<file path="src/rtl/bit_serializer_pkg.sv">
// Shared definitions for the bit_serializer block.
//
// Contents:
//   state_e    - serializer FSM state (IDLE: waiting for a word, SHIFT: emitting bits)
//   cnt_width  - width of the bit counter for a given DATA_WIDTH
package bit_serializer_pkg;

   typedef enum logic [0:0] {
      IDLE  = 1'b0,
      SHIFT = 1'b1
   } state_e;

   // Counter counts DATA_WIDTH-1 down to 0, so $clog2(DATA_WIDTH) bits suffice.
   // A one-bit floor keeps degenerate widths from producing a zero-width vector.
   function automatic int unsigned cnt_width(input int unsigned data_width);
      int unsigned w;
      w = $clog2(data_width);
      return (w < 1) ? 1 : w;
   endfunction

endpackage

</file>
<file path="src/rtl/word_bit_reverse.sv">
// Combinational bit reverser: dout[i] = din[WIDTH-1-i].
// Sits on the serializer's load path so a word can be emitted LSB-first.
//
// Parameters:
//   WIDTH - word width
// Ports:
//   din   - input word
//   dout  - bit-reversed word
module word_bit_reverse #(
   parameter int unsigned WIDTH = 32
) (
   input  logic [WIDTH-1:0] din,
   output logic [WIDTH-1:0] dout
);

   always_comb begin
      dout = '0;
      for (int unsigned i = 0; i < WIDTH; i++) begin
         dout[i] = din[WIDTH-1-i];
      end
   end

endmodule

</file>
<file path="src/rtl/bit_serializer.sv">
// Parallel-to-serial transmitter. A DATA_WIDTH-bit word is accepted over a valid/ready
// handshake and emitted one bit per transfer on a serial valid/ready stream, MSB-first.
// dout_last flags the final bit of each word. A new word can be taken on the cycle the
// last bit transfers, so continuous traffic has no bubbles.
//
// Optional feature (macro BIT_SERIALIZER_REVERSE_EN):
//   Adds input rev. When rev=1 on the accepting cycle the word is loaded bit-reversed and
//   therefore emitted LSB-first. Without the macro the port is absent and order is MSB-first.
//
// Parameters:
//   DATA_WIDTH - parallel word width (>= 2)
// Ports:
//   clk        - clock, rising edge
//   reset      - asynchronous active-high reset
//   din        - parallel word
//   din_valid  - din holds a word
//   din_ready  - word can be accepted this cycle (combinational)
//   dout       - current serial bit
//   dout_valid - dout carries a valid bit
//   dout_ready - downstream takes dout this cycle
//   rev        - (macro only) emit this word LSB-first
//   dout_last  - dout is the final bit of the word
module bit_serializer
   import bit_serializer_pkg::*;
#(
   parameter int unsigned DATA_WIDTH = 32
) (
   input  logic                  clk,
   input  logic                  reset,
   input  logic [DATA_WIDTH-1:0] din,
   input  logic                  din_valid,
   output logic                  din_ready,
   output logic                  dout,
   output logic                  dout_valid,
   input  logic                  dout_ready,
`ifdef BIT_SERIALIZER_REVERSE_EN
   input  logic                  rev,
`endif
   output logic                  dout_last
);

   localparam int unsigned           CntWidth = cnt_width(DATA_WIDTH);
   localparam logic [CntWidth-1:0]   CntLoad  = CntWidth'(DATA_WIDTH - 1);

   if (DATA_WIDTH < 2) begin : g_bad_width
      $error("bit_serializer: DATA_WIDTH must be at least 2");
   end

   state_e                state_q, state_d;
   logic [DATA_WIDTH-1:0] sreg_q, sreg_d;
   logic [CntWidth-1:0]   cnt_q, cnt_d;
   logic [DATA_WIDTH-1:0] load_word;
   logic                  bit_xfer;
   logic                  word_xfer;

   // Outputs come straight from state, so they drop to reset values the moment
   // reset asserts, without waiting for a clock edge.
   assign dout       = sreg_q[DATA_WIDTH-1];
   assign dout_valid = (state_q == SHIFT);
   assign dout_last  = (state_q == SHIFT) && (cnt_q == '0);

   assign bit_xfer  = dout_valid && dout_ready;
   // Ready during the last-bit transfer lets the next word load with no idle cycle.
   assign din_ready = !reset && ((state_q == IDLE) || (bit_xfer && dout_last));
   assign word_xfer = din_valid && din_ready;

`ifdef BIT_SERIALIZER_REVERSE_EN
   logic [DATA_WIDTH-1:0] din_rev;

   word_bit_reverse #(
      .WIDTH (DATA_WIDTH)
   ) u_reverse (
      .din  (din),
      .dout (din_rev)
   );

   // rev only matters here, so changing it mid-word cannot disturb the word in flight.
   assign load_word = rev ? din_rev : din;
`else
   assign load_word = din;
`endif

   always_comb begin
      state_d = state_q;
      sreg_d  = sreg_q;
      cnt_d   = cnt_q;

      if (word_xfer) begin
         // Covers both the IDLE accept and the reload on a last-bit transfer.
         state_d = SHIFT;
         sreg_d  = load_word;
         cnt_d   = CntLoad;
      end else if (bit_xfer) begin
         // Shifting on the last bit too leaves sreg all-zero in IDLE, so dout idles low.
         sreg_d = sreg_q << 1;
         if (dout_last) begin
            state_d = IDLE;
         end else begin
            // dout_last low in SHIFT implies cnt_q > 0, so this never wraps.
            cnt_d = cnt_q - CntWidth'(1);
         end
      end
   end

   always_ff @(posedge clk or posedge reset) begin
      if (reset) begin
         state_q <= IDLE;
         sreg_q  <= '0;
         cnt_q   <= '0;
      end else begin
         state_q <= state_d;
         sreg_q  <= sreg_d;
         cnt_q   <= cnt_d;
      end
   end

endmodule

</file>
<file path="config.mk">
export PLATFORM = sky130hd
export DESIGN_NAME = bit_serializer
export DESIGN_NICKNAME = d
export VERILOG_FILES = /design/src/rtl/bit_serializer_pkg.sv /design/src/rtl/word_bit_reverse.sv /design/src/rtl/bit_serializer.sv
export SDC_FILE = /design/constraint.sdc
export NUM_CORES = 1
export LEC_CHECK = 0
export CORE_MARGIN = 2
export CORE_UTILIZATION = 30
export CTS_CLUSTER_SIZE = 16
export DETAILED_ROUTE_END_ITERATION = 6
export PLACE_DENSITY = 0.52
export REMOVE_ABC_BUFFERS = 1
export SKIP_CTS_REPAIR_TIMING = 1
export SLEW_MARGIN = 20
export SYNTH_ARGS = -nofsm -noshare
export SYNTH_HDL_FRONTEND = slang
export SYNTH_SLANG_ARGS = --single-unit
</file>
<file path="constraint.sdc">
create_clock -name clk -period 3.1 [get_ports clk]
set_input_delay 0.62 -clock clk [delete_from_list [all_inputs] [get_ports clk]]
set_output_delay 0.62 -clock clk [all_outputs]
set_load 0.05 [all_outputs]
</file>
[Word level (Yosys, flattened, before mapping)]
Cells that the tools add are included.
Operators by class
  add/subtract/negate cells: 1
  equality and inequality tests: 1
  mux-type cells: 8
  bitwise operators: 1
  reduce and logical (&&, ||, !) cells: 12
Operators by type and width (number)
  $mux W32: 2
  $mux W5: 3
  $logic_and A1 B1 Y1: 5
  $logic_not A5 Y1: 1
  $sub A5 B1 Y5 const B: 1
  $reduce_and A2 Y1: 2
  $reduce_bool A2 Y1: 2
  $mux W1: 3
  $ne A2 B1 Y1 const B: 1
  $logic_not A1 Y1: 1
  $logic_or A1 B1 Y1: 1
  $not A1 Y1: 1
Storage, ports and cells
  register bits: 38
  logic and storage cells: 26

[Longest topological paths before layout]
Gate-level depths: netlist of run 1.
  depth after elaboration: 8
  mapped depth: 6
  depth with buffers taken out: 5

[Worst setup path after synthesis of run 1]
OpenSTA, ideal clock, no wires.
  path kind: in2out
  start: input port reset
  end: output port din_ready
  arrival: 1.979 ns
  data required time: 2.480 ns
  path slack: 0.501 ns
  stages: 2
  path buffers: 0
  cell sequence: inv_1 -> and2_1
On the way
  word-level cells in the longest chain between the ends: 2
RTL lines
  from (decl): line bit_serializer.sv:29  | input logic reset,
  $logic_not A1 Y1 (no line)
  $logic_and A1 B1 Y1: line bit_serializer.sv:64  | assign din_ready = !reset && ((state_q == IDLE) || (bit_xfer && dout_last));
  to (decl): line bit_serializer.sv:32  | output logic din_ready,
No other way between the ends.

[Worst setup path after layout of run 1]
  start: register cnt_q[0]
  end: output port din_ready
On the way
  word-level cells in the longest chain between the ends: 5
RTL lines
  from (decl): line bit_serializer.sv:51  | logic [CntWidth-1:0] cnt_q, cnt_d;
  from (signal assigned): line bit_serializer.sv:113  | cnt_q <= cnt_d;
  $logic_not A5 Y1: line bit_serializer.sv:60  | assign dout_last = (state_q == SHIFT) && (cnt_q == '0);
  $logic_and A1 B1 Y1: line bit_serializer.sv:60
  $logic_and A1 B1 Y1: line bit_serializer.sv:64
  $logic_or A1 B1 Y1: line bit_serializer.sv:64
  $logic_and A1 B1 Y1: line bit_serializer.sv:64
No other way between the ends.

==> results.md, run 1 <==
- Clock Tree Buf Depth: 2
- Post-synthesis average cell area: 9.81 um^2
- Slew margin rel.: 62.1%
- CTS clk-pin slew, worst paths: 0.09 ns
- Largest net degree at the start of global routing: 39
- Initial Util: 30.8%
- Post-synthesis instance total: 225
- Clock power share: 24.2%
- Worst skew pair latency: 0.30 ns
- Number of global-route vias before repair: 1794
- Cell Area, Synth: 0.00221 mm^2
- Switch Pwr: 0.690 mW
- Max IR drop VDD: 0.000284 V
- Final Cycle Share: 81.4%
- Vias: 1746
- Fin Setup TNS: 0 ns
- Reg power frac: 39.9%
- Worst hold path class: flop to flop
- Final worst path period need: 2.52 ns
- Crit end category: output pin
- Crit path kind: flop to output pin
- Register area share after synthesis: 43.1%
- Sw Ratio: 32.8%
- Worst-Margin Slew: 0.568 ns
- Share of cells above drive strength 1: 19.2%
- 1st-iter DRT viols: 96
- Die width: 89.8 um
- CTS H-Tree Depth: 2
- Final Skew: 0.0132 ns
- Lkg Pwr: 1.18 nW
- Core area: 0.00718 mm^2
- Netlist cell types: 32
- Antenna Nets Post-Route: 0
- Buffers on Ports: 39
- CTS tree: yes
- Hpwl dp: 3130 um
- Antenna diodes: 0
- WL/cell: 13.8 um
- Peak Freq: 0.396 GHz
- Number of core rows: 31
- Layout area overhead: 27.0%
- Total Routed Length: 4980 um
- RSZ-0062 raised after global routing: no
- Status: completed
- Power, Total: 2.10 mW
- #FFs+latches synth: 38
- Tot GR Track Use: 13.0%
- Required time of the critical path: 2.48 ns
- TritonCTS Sinks: 38
- P_int: 1.41 mW
- Clk root buf: clkbuf_8
- Hold Fails Final Rpt: 0
- Worst EP arrival: 1.90 ns
- Die area: 0.00806 mm^2
- Ys Warns: 0
- Post-synth top area share: 43.1%
- Num CTS Buffers: 5
- Setup Viol. Count Final: 0
- CP startpoint kind: flop
- # nets final: 298
- Die H: 89.8 um
- Fin. max-slew vios: 0
- First-pass GRT wire length: 8560 um
- Comb power frac: 35.8%
- # DRC: 0
- DRT Pass-1 Iters: 4
- Grt ovf: 0
- Largest cells by area after synthesis: dfrtp_1 43%, a32oi_2 20%, nand2_1 12%
- Vias per cell: 4.85
- Area leader, netlist: dfrtp_1
- Antenna violations before repair: 0
- Worst Path Max Fanout: 5
- Routability cong.: 0.778
- Max Cap Viol: 0
- I/O Pins: 40
- Power density over cell area: 750 mW/mm^2
-- synthesized netlist by cell type --
library cell,instances
nor2_1,34
a2bb2oi_1,2
a21bo_2,1
a31oi_4,1
or2_2,1
nand4_1,1
or4b_1,1
ha_1,2
o21ai_0,2
nand3b_1,1
buf_2,3
a31o_2,1
a21o_2,1
nand2b_1,2
and2_1,2
a32oi_1,4
a32oi_2,27
nor4b_4,1
nor3b_1,1
inv_1,6
nor4b_1,1
clkbuf_1,9
nand2_1,68
o21a_1,1
mux2i_1,1
dfrtp_1,38
buf_6,6
a221o_1,1
nand3_1,2
o22ai_1,2
nor2b_1,1
o211ai_1,1
-- state kept, by name (all words and copies together), names as in the netlist --
signal,cells
dout_valid,1
sreg_q,32
cnt_q,5
-- cell families after synthesis --
family	Yosys count	synth area share (%)
simple gates	116	22.4
compound gates	44	26.6
flops	38	43.1
buf+inv	24	6.29
fa+ha+maj	2	1.13
mux	1	0.454
-- metal layers --
metal  share of wire, %  global-route usage, %
met5                  0                      0
met4               0.74                   2.69
met3                3.4                   4.44
met2                 51                   22.2
met1                 45                   16.2
-- area by class of cell --
cell class              count  area [um^2]
fillers                   741         4370
multi-input cells         163         1120
flip-flops and latches     38          951
repair buffers             46          450
well taps                  99          124
clock buffers               5         68.8
clock inverters             3         68.8
inverters                   6         22.5
-- placed cells by master (no fill, tap or decap) --
master           count
dfrtp_1             38
a21o_2               1
nor4b_4              1
a221o_1              1
ha_1                 2
nand2b_1             2
mux2i_1              1
inv_1                6
and2_1               2
a31oi_4              1
a32oi_2             27
nand3b_1             1
o21a_1               1
or2_2                1
a32oi_1              4
buf_4                8
nor2_1              34
o211ai_1             1
or4b_1               1
nand2_1             68
nor2b_1              1
clkbuf_8             5
nor4b_1              1
a2bb2oi_1            2
bufinv_16            2
o21ai_0              2
nand3_1              2
buf_12               1
a31o_2               1
nand4_1              1
nor3b_1              1
o22ai_1              2
clkdlybuf4s50_1     37
a21bo_2              1
clkinv_4             1
-- metrics by stage --
stage	hold WS (ns)	instances	utilization, %	instance area (um^2)	setup WS [ns]
detailed placement	0.532	352	37.1	2670	0.564
global route	0.573	360	39.1	2800	0.422
CTS	0.546	360	39.1	2800	0.554
global placement	0.533	352	37.1	2670	0.616
finish	0.541	360	39.1	2800	0.575
floorplan	0.515	207	-	2090	0.342
-- critical path: stages (launching register included) --
cell and delay, ns:
dfrtp_1 0.42, inv_1 0.10, ha_1 0.22, nor4b_4 0.37, a21o_2 0.20, and2_1 0.16, buf_12 0.14
-- power groups by stage --
stage	Clock [mW]	Combinational [mW]	Sequential, mW
2_1_floorplan	0	0.557	0.841
3_3_place_gp	0	0.747	0.845
3_5_place_dp	0	0.766	0.848
4_1_cts	0.521	0.770	0.839
5_1_grt	0.545	0.838	0.868
6_report	0.509	0.754	0.840
-- worst paths after layout --
| kind | start | to | slack [ns] | cells past startpoint |
|---|---|---|---|---|
| setup / recovery | cnt_q[0]$_DFFE_PP0P_ | din_ready | 0.58 | 6 |
| hold / removal | sreg_q[20]$_DFFE_PP0P_ | sreg_q[21]$_DFFE_PP0P_ | 0.54 | 2 |
| setup reg to reg | cnt_q[0]$_DFFE_PP0P_ | sreg_q[30]$_DFFE_PP0P_ | 0.97 | 6 |
| hold reg to reg | sreg_q[20]$_DFFE_PP0P_ | sreg_q[21]$_DFFE_PP0P_ | 0.54 | 2 |
| max in group asynchronous | reset | sreg_q[4]$_DFFE_PP0P_ | 1.89 | 3 |
| min in group asynchronous | reset | cnt_q[0]$_DFFE_PP0P_ | 0.86 | 3 |
No activity file was read; power rests on OpenSTA's default activity.
==> inputs of run 2 (changes only) <==
PLACE_DENSITY = 0.53   (was 0.52)
clock period = 2.3 ns   (was 3.1 ns; I/O delays follow)
==> results.md, run 2 (synthesis results as in run 1) <==
- CTS H-Tree Depth: 2
- Worst Path Max Fanout: 4
- Antenna Nets Post-Route: 0
- # nets final: 301
- Vias: 1738
- Tot GR Track Use: 12.7%
- Number of global-route vias before repair: 1776
- Required time of the critical path: 1.84 ns
- Buffers plus inverters on the worst setup path: 2
- Commonest cells after routing, fill and taps aside: 68 x nand2_1, 38 x dfrtp_1, 37 x clkdlybuf4s50_1
- Final Core Density: 39.9%
- Clk root buf: clkbuf_8
- Slowest cell delay on critical path: 0.50 ns
- Total Routed Length: 4980 um
- Routability cong.: 0.780
- TritonCTS Sinks: 38
- Final setup margin: 0.0559 ns
- Hold Fails Final Rpt: 0
- Fin. max-slew vios: 0
- Power, Total: 2.74 mW
- Max IR drop VDD: 0.000365 V
- Layout area overhead: 29.8%
- Hold slack final: 0.543 ns
- Worst skew pair latency: 0.29 ns
- Die width: 89.8 um
- CTS tree: yes
- Largest register FFs: 32
- Reg area: 951 um^2
- First-pass GRT wire length: 8400 um
- Num CTS Buffers: 5
- Worst path cell trace: inv_1, ha_2, or4b_4, nor2_4, buf_12
- Clock Tree Buf Depth: 2
- Core area: 0.00718 mm^2
- Status: completed
- Hpwl dp: 3100 um
- I/O Pins: 40
- WL/cell: 13.7 um
- Crit path kind: flop to output pin
- Initial Util: 30.8%
- Peak Freq: 0.446 GHz
- Final Cycle Share: 97.6%
- # DRC: 0
- Vias per cell: 4.79
- CP startpoint kind: flop
- Worst-Margin Slew: 0.524 ns
- 1st-iter DRT viols: 88
- Die H: 89.8 um
- Antenna diodes: 0
- Buffers on Ports: 39
- Area of the multi-input gates: 0.00113 mm^2
- Worst hold path class: flop to flop
- Crit path max-delay family: simple AND/OR/NAND/NOR gates
- Final worst path period need: 2.24 ns
- DRT Pass-1 Iters: 4
- Worst slack, placed: 0.285 ns
- Power density over cell area: 956 mW/mm^2
- Grt ovf: 0
- Final Skew: 0.00362 ns
- # fillers: 717
- Lkg Pwr: 1.20 nW
- Commonest non-fill, non-tap cell in the layout: nand2_1
- Die area: 0.00806 mm^2
- Number of core rows: 31
- Worst EP arrival: 1.78 ns
- Share of cells above drive strength 1: 22.0%
- Setup Viol. Count Final: 0
- Max Cap Viol: 0
- CTS clk-pin slew, worst paths: 0.07 ns
- Antenna violations before repair: 0
- Slew margin rel.: 65.0%
- Biggest register: sreg_q
- Largest net degree at the start of global routing: 39
- Crit end category: output pin
- Critical path's slowest cell: or4b_4
[run 2: changes by cell type in the layout (fill, tap and decap cells not counted), sizes merged]
cell / before / now
buf: 9 / 12
bufinv: 2 / 0
clkbuf: 5 / 8
clkinv: 1 / 0
[run 2: area by class of cell]
type / count / share of cell area (%)
Tap cell: 99 / 4.33
Clock buffer: 8 / 3.84
Multi-Input combinational cell: 163 / 39.6
Sequential cell: 38 / 33.2
Inverter: 6 / 0.786
Timing Repair Buffer: 49 / 18.3
[run 2: tightest hold or removal path, stage by stage, from the launching register on]
cell and delay, ns:
dfrtp_1 0.38, nand2_1 0.06, o22ai_1 0.06
[run 2: final timing paths]
check	start	end	slack, ns	cells after the start
max	cnt_q[1]$_DFFE_PP0P_	dout_last	0.06	5
min reg2reg	sreg_q[0]$_DFFE_PP0P_	sreg_q[0]$_DFFE_PP0P_	0.54	2
min	sreg_q[0]$_DFFE_PP0P_	sreg_q[0]$_DFFE_PP0P_	0.54	2
max in group asynchronous	reset	sreg_q[5]$_DFFE_PP0P_	1.23	3
min in group asynchronous	reset	dout_valid$_DFFE_PP0P_	0.71	3
max reg2reg	cnt_q[1]$_DFFE_PP0P_	cnt_q[2]$_DFFE_PP0P_	0.47	5
[run 2: metrics by stage]
| stage | setup TNS (ns) | instance area [um^2] | cells |
|---|---|---|---|
| after CTS | -0.0714 | 2850 | 363 |
| after floorplan | -0.298 | 2090 | 207 |
| after detailed placement | 0 | 2740 | 355 |
| after global routing | -0.0202 | 2860 | 363 |
| after global placement | 0 | 2740 | 355 |
| final | 0 | 2860 | 363 |
[run 2: power breakdown]
part           switching, mW  internal (mW)
clock                  0.233          0.303
combinational          0.512          0.564
sequential             0.183          0.942
[run 2: metal layers]
layer | vias up | share of wire, % | global-route usage, % | wire, um
met2 | 32 | 48 | 20.7 | 2380
met5 | - | 0 | 0 | 0
met3 | 6 | 4.3 | 2.68 | 216
li1 | 864 | - | - | -
met1 | 836 | 46 | 16.7 | 2310
met4 | 0 | 1.5 | 4.87 | 75
==> inputs of run 3 (changes only) <==
PLACE_DENSITY = unset   (was 0.53)
==> results.md, run 3 (synthesis results as in run 1) <==
- Status: completed
- DRT Pass-1 Iters: 4
- I/O Pins: 40
- Reg power frac: 42.9%
- P_int: 1.71 mW
- Slowest cell delay on critical path: 0.50 ns
- Worst-Margin Slew: 0.498 ns
- WL/cell: 13.7 um
- Worst R2R Setup Slack: 0.49 ns
- Required time of the critical path: 1.84 ns
- CTS H-Tree Depth: 2
- Number of core rows: 31
- Worst path cell trace: inv_2, ha_2, or4b_4, nor2_4, buf_12
- # fillers: 755
- Routability cong.: 0.788
- R2R Path Start: cnt_q[0]$_DFFE_PP0P_
- Number of global-route vias before repair: 1794
- Die width: 89.8 um
- Initial Util: 30.8%
- Grt ovf: 0
- 1st-iter DRT viols: 118
- First-pass GRT wire length: 8510 um
- Power density over cell area: 930 mW/mm^2
- Worst hold path class: flop to flop
- Crit path kind: flop to output pin
- Layout area overhead: 28.2%
- Die area: 0.00806 mm^2
- Share of cells above drive strength 1: 22.6%
- Switch Pwr: 0.923 mW
- Crit path max-delay family: simple AND/OR/NAND/NOR gates
- Worst skew pair latency: 0.30 ns
- Vias per cell: 4.88
- Antenna Nets Post-Route: 0
- Final setup margin: 0.0889 ns
- Final Skew: 0.00903 ns
- Hpwl dp: 3380 um
- R2r endpoint: cnt_q[2]$_DFFE_PP0P_
- Biggest register: sreg_q
- Final Cycle Share: 96.1%
- Total Routed Length: 5020 um
- CP startpoint kind: flop
- Largest net degree at the start of global routing: 39
- Num CTS Buffers: 5
- Setup Viol. Count Final: 0
- Placed Cells incl. Taps: 358
- RSZ-0062 raised after global routing: no
- Critical path origin: cnt_q[0]$_DFFE_PP0P_
- Antenna violations before repair: 0
- Clk root buf: clkbuf_8
- Peak Freq: 0.452 GHz
- Worst Path Max Fanout: 5
- Crit. path cell count: 5
- Clock power share: 16.5%
- Buffers on Ports: 39
- # DRC: 0
- FF-to-FF path depth: 5
- Worst slack, placed: 0.265 ns
- Final Non-Filler Cells: 365
- Commonest cells after routing, fill and taps aside: 68 x nand2_1, 38 x dfrtp_1, 37 x clkdlybuf4s50_1
- Hold Fails Final Rpt: 0
- Buffers plus inverters on the worst setup path: 2
- Core area: 0.00718 mm^2
- Crit end category: output pin
- Largest register FFs: 32
- Final worst path period need: 2.21 ns
- CP Capture Point: dout_last
- Clock Tree Buf Depth: 2
- Commonest non-fill, non-tap cell in the layout: nand2_1
- Tot GR Track Use: 13.1%
- CTS tree: yes
- Worst EP arrival: 1.75 ns
- CTS clk-pin slew, worst paths: 0.08 ns
- Critical path's slowest cell: or4b_4
- Slew margin rel.: 66.8%
- Sw Ratio: 35.1%
- Max IR drop VDD: 0.000323 V
- # nets final: 304
- Lkg Pwr: 1.19 nW
- Vias: 1783
- Antenna diodes: 0
- Max Cap Viol: 0
- Comb power frac: 40.6%
- Die H: 89.8 um
- Fin. max-slew vios: 0
- TritonCTS Sinks: 38
-- run 3: cell count changes in the layout (fill, tap and decap cells not counted), sizes merged --
cell and delta:
buf +3, clkinv +2, clkbuf -3
-- run 3: how the worst min path moves through the flow --
| stage | startpoint | endpoint | slack, ns | cells after the start |
|---|---|---|---|---|
| 6_report | sreg_q[20]$_DFFE_PP0P_ | sreg_q[21]$_DFFE_PP0P_ | 0.56 | 2 |
| 5_1_grt | sreg_q[0]$_DFFE_PP0P_ | sreg_q[0]$_DFFE_PP0P_ | 0.59 | 2 |
| 2_1_floorplan | sreg_q[0]$_DFFE_PP0P_ | sreg_q[0]$_DFFE_PP0P_ | 0.51 | 2 |
| 3_3_place_gp | sreg_q[0]$_DFFE_PP0P_ | sreg_q[0]$_DFFE_PP0P_ | 0.54 | 2 |
| 4_1_cts | sreg_q[0]$_DFFE_PP0P_ | sreg_q[0]$_DFFE_PP0P_ | 0.56 | 2 |
| 3_5_place_dp | sreg_q[0]$_DFFE_PP0P_ | sreg_q[0]$_DFFE_PP0P_ | 0.55 | 2 |
-- run 3: area by class of cell --
class	count	area, um^2	share of cell area, %
clock buffers	5	68.8	2.43
clock inverters	2	10.0	0.354
flip-flops and latches	38	951	33.6
repair buffers	52	520	18.4
multi-input cells	163	1130	40.1
inverters	6	22.5	0.796
well taps	99	124	4.38
-- run 3: metal layers --
metal  up-vias  track usage [%]  part of all wire (%)
li1        867                -                     -
met1       881             16.5                    46
met2        28             21.3                    48
met3         7             4.44                   4.8
met4         0             4.23                   1.4
met5         -                0                     0
-- run 3: worst reg2reg max path, delay by kind of cell (launching register included) --
kind | cells | cell delay, ns
fa+ha+maj | 1 | 0.20
buf+inv | 1 | 0.08
simple gates | 1 | 0.50
mux | 1 | 0.14
compound gates | 1 | 0.35
flops | 1 | 0.43
-- run 3: per-stage QoR --
stage / hold slack (ns) / setup TNS (ns) / total power, mW / utilization (%) / cell area [um^2]
after global placement: 0.539 / 0 / 2.17 / 38.1 / 2740
after CTS: 0.561 / -0.0509 / 2.65 / 39.2 / 2810
after detailed placement: 0.547 / 0 / 2.21 / 38.1 / 2740
after floorplan: 0.515 / -0.298 / 1.89 / - / 2090
final: 0.560 / 0 / 2.63 / 39.4 / 2830
after global routing: 0.589 / 0 / 2.83 / 39.4 / 2830
-- run 3: power groups by stage --
stage	registers [mW]	logic, mW	clock network (mW)
2_1_floorplan	1.13	0.751	0
3_3_place_gp	1.13	1.04	0
3_5_place_dp	1.14	1.07	0
4_1_cts	1.13	1.07	0.451
5_1_grt	1.17	1.18	0.484
6_report	1.13	1.07	0.433
